$ cat config.mk
export PLATFORM = sky130hd
export DESIGN_NAME = instr_fetch_unit_flat
export DESIGN_NICKNAME = d
export VERILOG_FILES = /design/src/rtl/instr_fetch_unit_if.sv /design/src/rtl/instr_fetch_unit.sv /design/src/flat_wrapper.sv
export SDC_FILE = /design/constraint.sdc
export NUM_CORES = 1
export LEC_CHECK = 0
export BUFFER_PORTS_ARGS = -buffer_cell sky130_fd_sc_hd__buf_2
export CAP_MARGIN = 20
export CORE_MARGIN = 2
export CORE_UTILIZATION = 35
export DETAILED_ROUTE_END_ITERATION = 12
export HOLD_SLACK_MARGIN = 0.15
export PLACE_DENSITY_LB_ADDON = 0.12
export SETUP_SLACK_MARGIN = 0.5
export SLEW_MARGIN = 40
export SYNTH_ARGS = -nofsm -noshare
export SYNTH_HDL_FRONTEND = slang
export SYNTH_SLANG_ARGS = --single-unit
$ cat constraint.sdc
create_clock -name clk -period 1.9 [get_ports clk]
set_input_delay 0.38 -clock clk [delete_from_list [all_inputs] [get_ports clk]]
set_output_delay 0.38 -clock clk [all_outputs]
set_load 0.01 [all_outputs]
$ cat src/rtl/instr_fetch_unit_if.sv
// -----------------------------------------------------------------------------
// instr_fetch_unit_if
// Bundles the instruction-memory request/response channel and the
// instruction-to-decode channel of the fetch unit.
//   master : fetch unit side (drives requests and the instruction output)
//   slave  : memory/decode side (drives ready, responses and instr_ready)
// Signals:
//   mem_req_valid/mem_req_ready/mem_req_addr  word read request
//   mem_rsp_valid/mem_rsp_data                read response, one per request
//   instr_valid/instr_ready/instr/instr_pc    instruction handed to decode
//   fetch_err                                 instr is a substituted NOP
// -----------------------------------------------------------------------------
interface instr_fetch_unit_if #(
  parameter int N  = 32,
  parameter int AW = 10
);
  logic          mem_req_valid;
  logic          mem_req_ready;
  logic [AW-1:0] mem_req_addr;
  logic          mem_rsp_valid;
  logic [N-1:0]  mem_rsp_data;
  logic          instr_valid;
  logic          instr_ready;
  logic [N-1:0]  instr;
  logic [N-1:0]  instr_pc;
  logic          fetch_err;

  modport master (
    output mem_req_valid, mem_req_addr,
    input  mem_req_ready, mem_rsp_valid, mem_rsp_data,
    output instr_valid, instr, instr_pc, fetch_err,
    input  instr_ready
  );

  modport slave (
    input  mem_req_valid, mem_req_addr,
    output mem_req_ready, mem_rsp_valid, mem_rsp_data,
    input  instr_valid, instr, instr_pc, fetch_err,
    output instr_ready
  );
endinterface

$ cat src/rtl/instr_fetch_unit.sv
// -----------------------------------------------------------------------------
// instr_fetch_unit
// Fetch front end: latches the PC, issues one word read to instruction memory,
// captures the response and holds it for decode. The PC register enable is
// pulsed only when decode takes the instruction, so the PC advances exactly
// once per delivered instruction. Misaligned or out-of-range PCs produce a
// NOP flagged with fetch_err instead of a memory access.
// Ports:
//   clk, reset   rising-edge clock, synchronous active-high reset
//   PC_Value     current PC from the PC register
//   PC_Enable    one-cycle enable pulse to the PC register
//   flush        discard in-flight/held instruction, refetch from PC_Value
//   bus          instr_fetch_unit_if master (memory + decode channels)
// -----------------------------------------------------------------------------
module instr_fetch_unit #(
  parameter int          N         = 32,
  parameter int          AW        = 10,
  parameter logic [31:0] TEXT_BASE = 32'h0040_0000,
  parameter logic [31:0] NOP_INSTR = 32'h0000_0013
) (
  input  logic         clk,
  input  logic         reset,
  input  logic [N-1:0] PC_Value,
  output logic         PC_Enable,
  input  logic         flush,
  instr_fetch_unit_if.master bus
);

  typedef enum logic [1:0] {IDLE, REQ, WAIT, HOLD} state_t;

  state_t       state;
  logic [N-1:0] fetch_pc;
  logic         drop;

  // Word offset from the start of the text segment, truncated to AW bits.
  function automatic logic [AW-1:0] pc_to_word(input logic [N-1:0] pc);
    logic [N-1:0] off;
    off = pc - N'(TEXT_BASE);
    return off[AW+1:2];
  endfunction

  // Misaligned, below the text base, or beyond the 2^AW-word memory.
  function automatic logic pc_is_bad(input logic [N-1:0] pc);
    logic [N-1:0] off;
    off = pc - N'(TEXT_BASE);
    return (pc[1:0] != 2'b00) || (pc < N'(TEXT_BASE)) || (|off[N-1:AW+2]);
  endfunction

  assign bus.instr_valid = (state == HOLD);
  assign PC_Enable       = (state == HOLD) && bus.instr_ready && !flush;

  always_ff @(posedge clk) begin
    if (reset) begin
      state             <= IDLE;
      drop              <= 1'b0;
      fetch_pc          <= '0;
      bus.mem_req_valid <= 1'b0;
      bus.mem_req_addr  <= '0;
      bus.instr         <= '0;
      bus.instr_pc      <= '0;
      bus.fetch_err     <= 1'b0;
    end else begin
      case (state)
        // Latch the PC; the range check happens here so the request valid
        // can be registered and a bad PC never reaches the memory.
        IDLE: begin
          state             <= REQ;
          fetch_pc          <= PC_Value;
          bus.mem_req_addr  <= pc_to_word(PC_Value);
          bus.mem_req_valid <= !pc_is_bad(PC_Value);
        end

        // mem_req_valid low in REQ means the latched PC was rejected.
        REQ: begin
          if (flush) begin
            bus.mem_req_valid <= 1'b0;
            if (bus.mem_req_valid && bus.mem_req_ready) begin
              state <= WAIT;
              drop  <= 1'b1;
            end else begin
              state <= IDLE;
            end
          end else if (!bus.mem_req_valid) begin
            state         <= HOLD;
            bus.instr     <= N'(NOP_INSTR);
            bus.instr_pc  <= fetch_pc;
            bus.fetch_err <= 1'b1;
          end else if (bus.mem_req_ready) begin
            state             <= WAIT;
            bus.mem_req_valid <= 1'b0;
          end
        end

        // A flushed request still owes a response; drop swallows it.
        WAIT: begin
          if (bus.mem_rsp_valid) begin
            drop <= 1'b0;
            if (flush || drop) begin
              state <= IDLE;
            end else begin
              state         <= HOLD;
              bus.instr     <= bus.mem_rsp_data;
              bus.instr_pc  <= fetch_pc;
              bus.fetch_err <= 1'b0;
            end
          end else if (flush) begin
            drop <= 1'b1;
          end
        end

        // Return through IDLE so the PC is resampled after the register
        // has taken the PC_Enable pulse.
        HOLD: begin
          if (flush || bus.instr_ready) begin
            state <= IDLE;
          end
        end

        default: state <= IDLE;
      endcase
    end
  end

endmodule

$ cat src/flat_wrapper.sv
// flat-port wrapper written by rule: the top's interface ports become plain ports
module instr_fetch_unit_flat 
#(
  parameter int          N         = 32,
  parameter int          AW        = 10,
  parameter logic [31:0] TEXT_BASE = 32'h0040_0000,
  parameter logic [31:0] NOP_INSTR = 32'h0000_0013
)
  (clk, reset, PC_Value, PC_Enable, flush, bus_mem_req_valid, bus_mem_req_addr, bus_mem_req_ready, bus_mem_rsp_valid, bus_mem_rsp_data, bus_instr_valid, bus_instr, bus_instr_pc, bus_fetch_err, bus_instr_ready);
  instr_fetch_unit_if #(.N(N), .AW(AW)) bus_i ();
  input  logic clk;
  input  logic reset;
  input  logic [N-1:0] PC_Value;
  output logic PC_Enable;
  input  logic flush;
  output wire logic [$bits(bus_i.mem_req_valid)-1:0] bus_mem_req_valid;
  output wire logic [$bits(bus_i.mem_req_addr)-1:0] bus_mem_req_addr;
  input wire logic [$bits(bus_i.mem_req_ready)-1:0] bus_mem_req_ready;
  input wire logic [$bits(bus_i.mem_rsp_valid)-1:0] bus_mem_rsp_valid;
  input wire logic [$bits(bus_i.mem_rsp_data)-1:0] bus_mem_rsp_data;
  output wire logic [$bits(bus_i.instr_valid)-1:0] bus_instr_valid;
  output wire logic [$bits(bus_i.instr)-1:0] bus_instr;
  output wire logic [$bits(bus_i.instr_pc)-1:0] bus_instr_pc;
  output wire logic [$bits(bus_i.fetch_err)-1:0] bus_fetch_err;
  input wire logic [$bits(bus_i.instr_ready)-1:0] bus_instr_ready;
  assign bus_mem_req_valid = bus_i.mem_req_valid;
  assign bus_mem_req_addr = bus_i.mem_req_addr;
  assign bus_i.mem_req_ready = bus_mem_req_ready;
  assign bus_i.mem_rsp_valid = bus_mem_rsp_valid;
  assign bus_i.mem_rsp_data = bus_mem_rsp_data;
  assign bus_instr_valid = bus_i.instr_valid;
  assign bus_instr = bus_i.instr;
  assign bus_instr_pc = bus_i.instr_pc;
  assign bus_fetch_err = bus_i.fetch_err;
  assign bus_i.instr_ready = bus_instr_ready;
  instr_fetch_unit #(.N(N), .AW(AW), .TEXT_BASE(TEXT_BASE), .NOP_INSTR(NOP_INSTR)) u_core (.clk(clk), .reset(reset), .PC_Value(PC_Value), .PC_Enable(PC_Enable), .flush(flush), .bus(bus_i));
endmodule
==> flow_summary.ini <==
[grt]
grt_max_degree = 38
grt.total_usage = 0.174
grt.overflow.total = 0
antenna_found_initial = 0
grt_pass1_vias = 3247
grt_pass1_wl_um = 16200

[finish]
final_common_cell = buf_2
final_cell_mix = buf_2 (144), dfxtp_1 (98), nand2_1 (94)
drive_gt1_frac = 0.383
areaGrowthSynthToFinish_pct = 38.7
nets = 659
antennaDiodeCount = 0

[sta]
period_share = 0.824
relSlewSlack = 0.730
setup-violations-final = 0
tns_ns = 0
finalHoldViolCount = 0
finClkSkew_ns = 0.00954
worstMarginPinSlew_ns = 0.405
finalCriticalPeriod_ns = 1.57
rsz0062_at_grt = true
max_freq_mhz = 639
worst_slack_ns = 0.334
drv_slew = 0

[worst_setup_path]
endpoint_kind = flop
r2r_cells = 7
rrSetupSlack_ns = 0.33
cp_max_fo = 6
arrival_ns = 1.83
worstReg2RegStart = u_core.state[0]$_SDFFE_PP0P_
cp-start-kind = flop
reg2reg_to = u_core.bus.fetch_err$_SDFFE_PP0P_
path_class = reg -> reg
cp.required_ns = 2.16

[floorplan]
row_count = 38
ioPinCount = 148
die_w_um = 110
core_um2 = 10900
start_util = 0.361
dieHeight_um = 110
die_area_um2 = 12200

[cts]
cts_tree = built
postCtsHoldBufs = 0
cts_buffers = 9
cts-root-buf = clkbuf_16
cts.reportedPaths.clkPinSlew_ns = 0.07
clkLatencyLatePin_ns = 0.35
htree_num_levels = 3
cts_sinks = 101
cts_max_path_buffers = 2

[drt]
detail_route.wl_per_cell_um = 15.4
top_layer = met4
num_vias = 3536
m1WireLength_um = 5070
drtPass1Iterations = 4
finalWirelength_um = 11200
dr_wl_met3_um = 760
drtAntennaViolNets = 0
wl_met2_um = 5250
drtIter0Drc = 242
via_per_inst = 4.84
drc = 0

[logic_synthesis]
synthCells = 447
ys_seq_area_frac = 0.512
synth_flop_cell = dfxtp_1
synth_top_family_by_area = simple AND/OR/NAND/NOR gates
synth_edf_count = 0
ys_warn_count = 0
synth_area_um2 = 3950
synth_adder_area_share = 0.0127
synth-compound-area-share = 0.108
synth.area.mux_share = 0.0836
synth_cell_types = 37
synth.avg_cell_area_um2 = 8.84
synth_fp_nets = 521
synth-xor-area-share = 0.00222
synth.ff_latch_count = 101
async_reset_ff_frac = 0
synthSimpleGateAreaFrac = 0.216

[placement]
place_congestion = 0.736
preCtsSetupSlack_ns = 0.199
io_buffers = 147
place_hpwl_um = 6850

[power_and_ir_drop]
irDropWorstVdd_uv = 368
leakagePower_nw = 2.43
powerDensity_nw_per_um2 = 926

[worst_hold_path]
hold-path-endpoint = u_core.bus.mem_req_addr[7]$_SDFFE_PP0P_
hold_depth = 3
hp-class = in -> reg
hold_start = PC_Value[9]

[outcome]
outcome = complete, no violations

[run]
max_cap_viol_count = 0
-- critical path, stage by stage (launching register included) --
cell	delay, ns
dfxtp_4	0.38
inv_4	0.08
ha_4	0.18
inv_6	0.05
o211a_4	0.32
buf_4	0.16
buf_6	0.13
a211oi_2	0.19
-- cell type report --
| cell class | instances | area, um^2 |
|---|---|---|
| Timing Repair Buffer | 170 | 1170 |
| Multi-Input combinational cell | 298 | 1800 |
| Sequential cell | 101 | 2030 |
| Fill cell | 1080 | 5450 |
| Inverter | 5 | 28.8 |
| Tap cell | 140 | 175 |
| Clock buffer | 11 | 243 |
| Clock inverter | 5 | 36.3 |
-- per-layer routing --
metal / vias to the layer above / track usage
li1: 1764 / -
met1: 1659 / 0.217
met2: 103 / 0.284
met3: 10 / 0.0435
met4: 0 / 0.0759
met5: - / 0
-- stage by stage --
stage               utilization  hold WS, ns  power (W)  std cells  area (um^2)
finish                    0.501        0.269    0.00508        730         5480
floorplan                     -        0.431    0.00287        447         4010
global route              0.501        0.276    0.00532        730         5480
global placement          0.436        0.434    0.00311        700         4770
CTS                       0.475        0.258    0.00495        719         5190
detailed placement        0.436        0.445    0.00312        700         4770
-- timing repair --
action / in CTS / in global routing
gates cloned: 2 / 7
pin swaps: 2 / 6
resized for setup: 16 / 19
buffers inserted: 1 / 4
endpoints found under the setup margin: 71 / 74
-- state kept, by name, summed over array words and instances (netlist names) --
| signal | cells |
|---|---|
| u_core.bus.mem_req_valid | 1 |
| u_core.fetch_pc | 23 |
| u_core.state | 2 |
| u_core.drop | 1 |
| u_core.bus.mem_req_addr | 9 |
| u_core.bus.instr | 32 |
| u_core.bus.instr_pc | 32 |
| u_core.bus.fetch_err | 1 |
-- worst max-delay path by stage --
stage	from	to	slack, ns	cells past startpoint
4_1_cts	u_core.state[0]$_SDFFE_PP0P_	u_core.bus.instr[28]$_SDFFE_PP0P_	0.35	8
2_1_floorplan	u_core.state[0]$_SDFFE_PP0P_	u_core.bus.fetch_err$_SDFFE_PP0P_	0.44	8
3_5_place_dp	flush	u_core.bus.instr_pc[20]$_SDFFE_PP0P_	0.20	6
6_report	u_core.state[0]$_SDFFE_PP0P_	u_core.bus.fetch_err$_SDFFE_PP0P_	0.33	7
3_3_place_gp	flush	u_core.bus.instr_pc[10]$_SDFFE_PP0P_	0.24	6
5_1_grt	u_core.state[1]$_SDFFE_PP0P_	u_core.bus.instr_pc[21]$_SDFFE_PP0P_	0.26	7
-- Yosys cell counts (2+ instances only) --
library cell | count | area, um^2
a211oi_1 | 2 | 15.0
a21oi_1 | 59 | 295
a21oi_2 | 4 | 35.0
buf_1 | 2 | 7.51
buf_2 | 13 | 65.1
buf_4 | 13 | 97.6
buf_6 | 2 | 22.5
clkbuf_1 | 13 | 48.8
dfxtp_1 | 101 | 2020
ha_1 | 4 | 50.1
inv_1 | 5 | 18.8
mux2i_1 | 33 | 330
nand2_1 | 94 | 353
nand3_1 | 27 | 135
nand3_2 | 4 | 40.0
nor2_1 | 41 | 154
nor3_1 | 4 | 20.0
nor3_2 | 3 | 30.0
nor4_1 | 4 | 25.0
o21ai_0 | 2 | 10.0
-- where the power goes --
part	total, W	switching (W)	internal, W	leakage, nW
logic	0.00103	0.000540	0.000492	1.48
clock network	0.00173	0.000810	0.000925	0.128
registers	0.00231	0.0000755	0.00224	0.826
-- cells by family after synthesis --
kind of cell,Yosys count
simple gates,187
mux,33
flops,101
fa+ha+maj,4
xor+xnor,1
buf+inv,48
compound gates,73
Note: power is estimated with default switching activity, not from simulation.
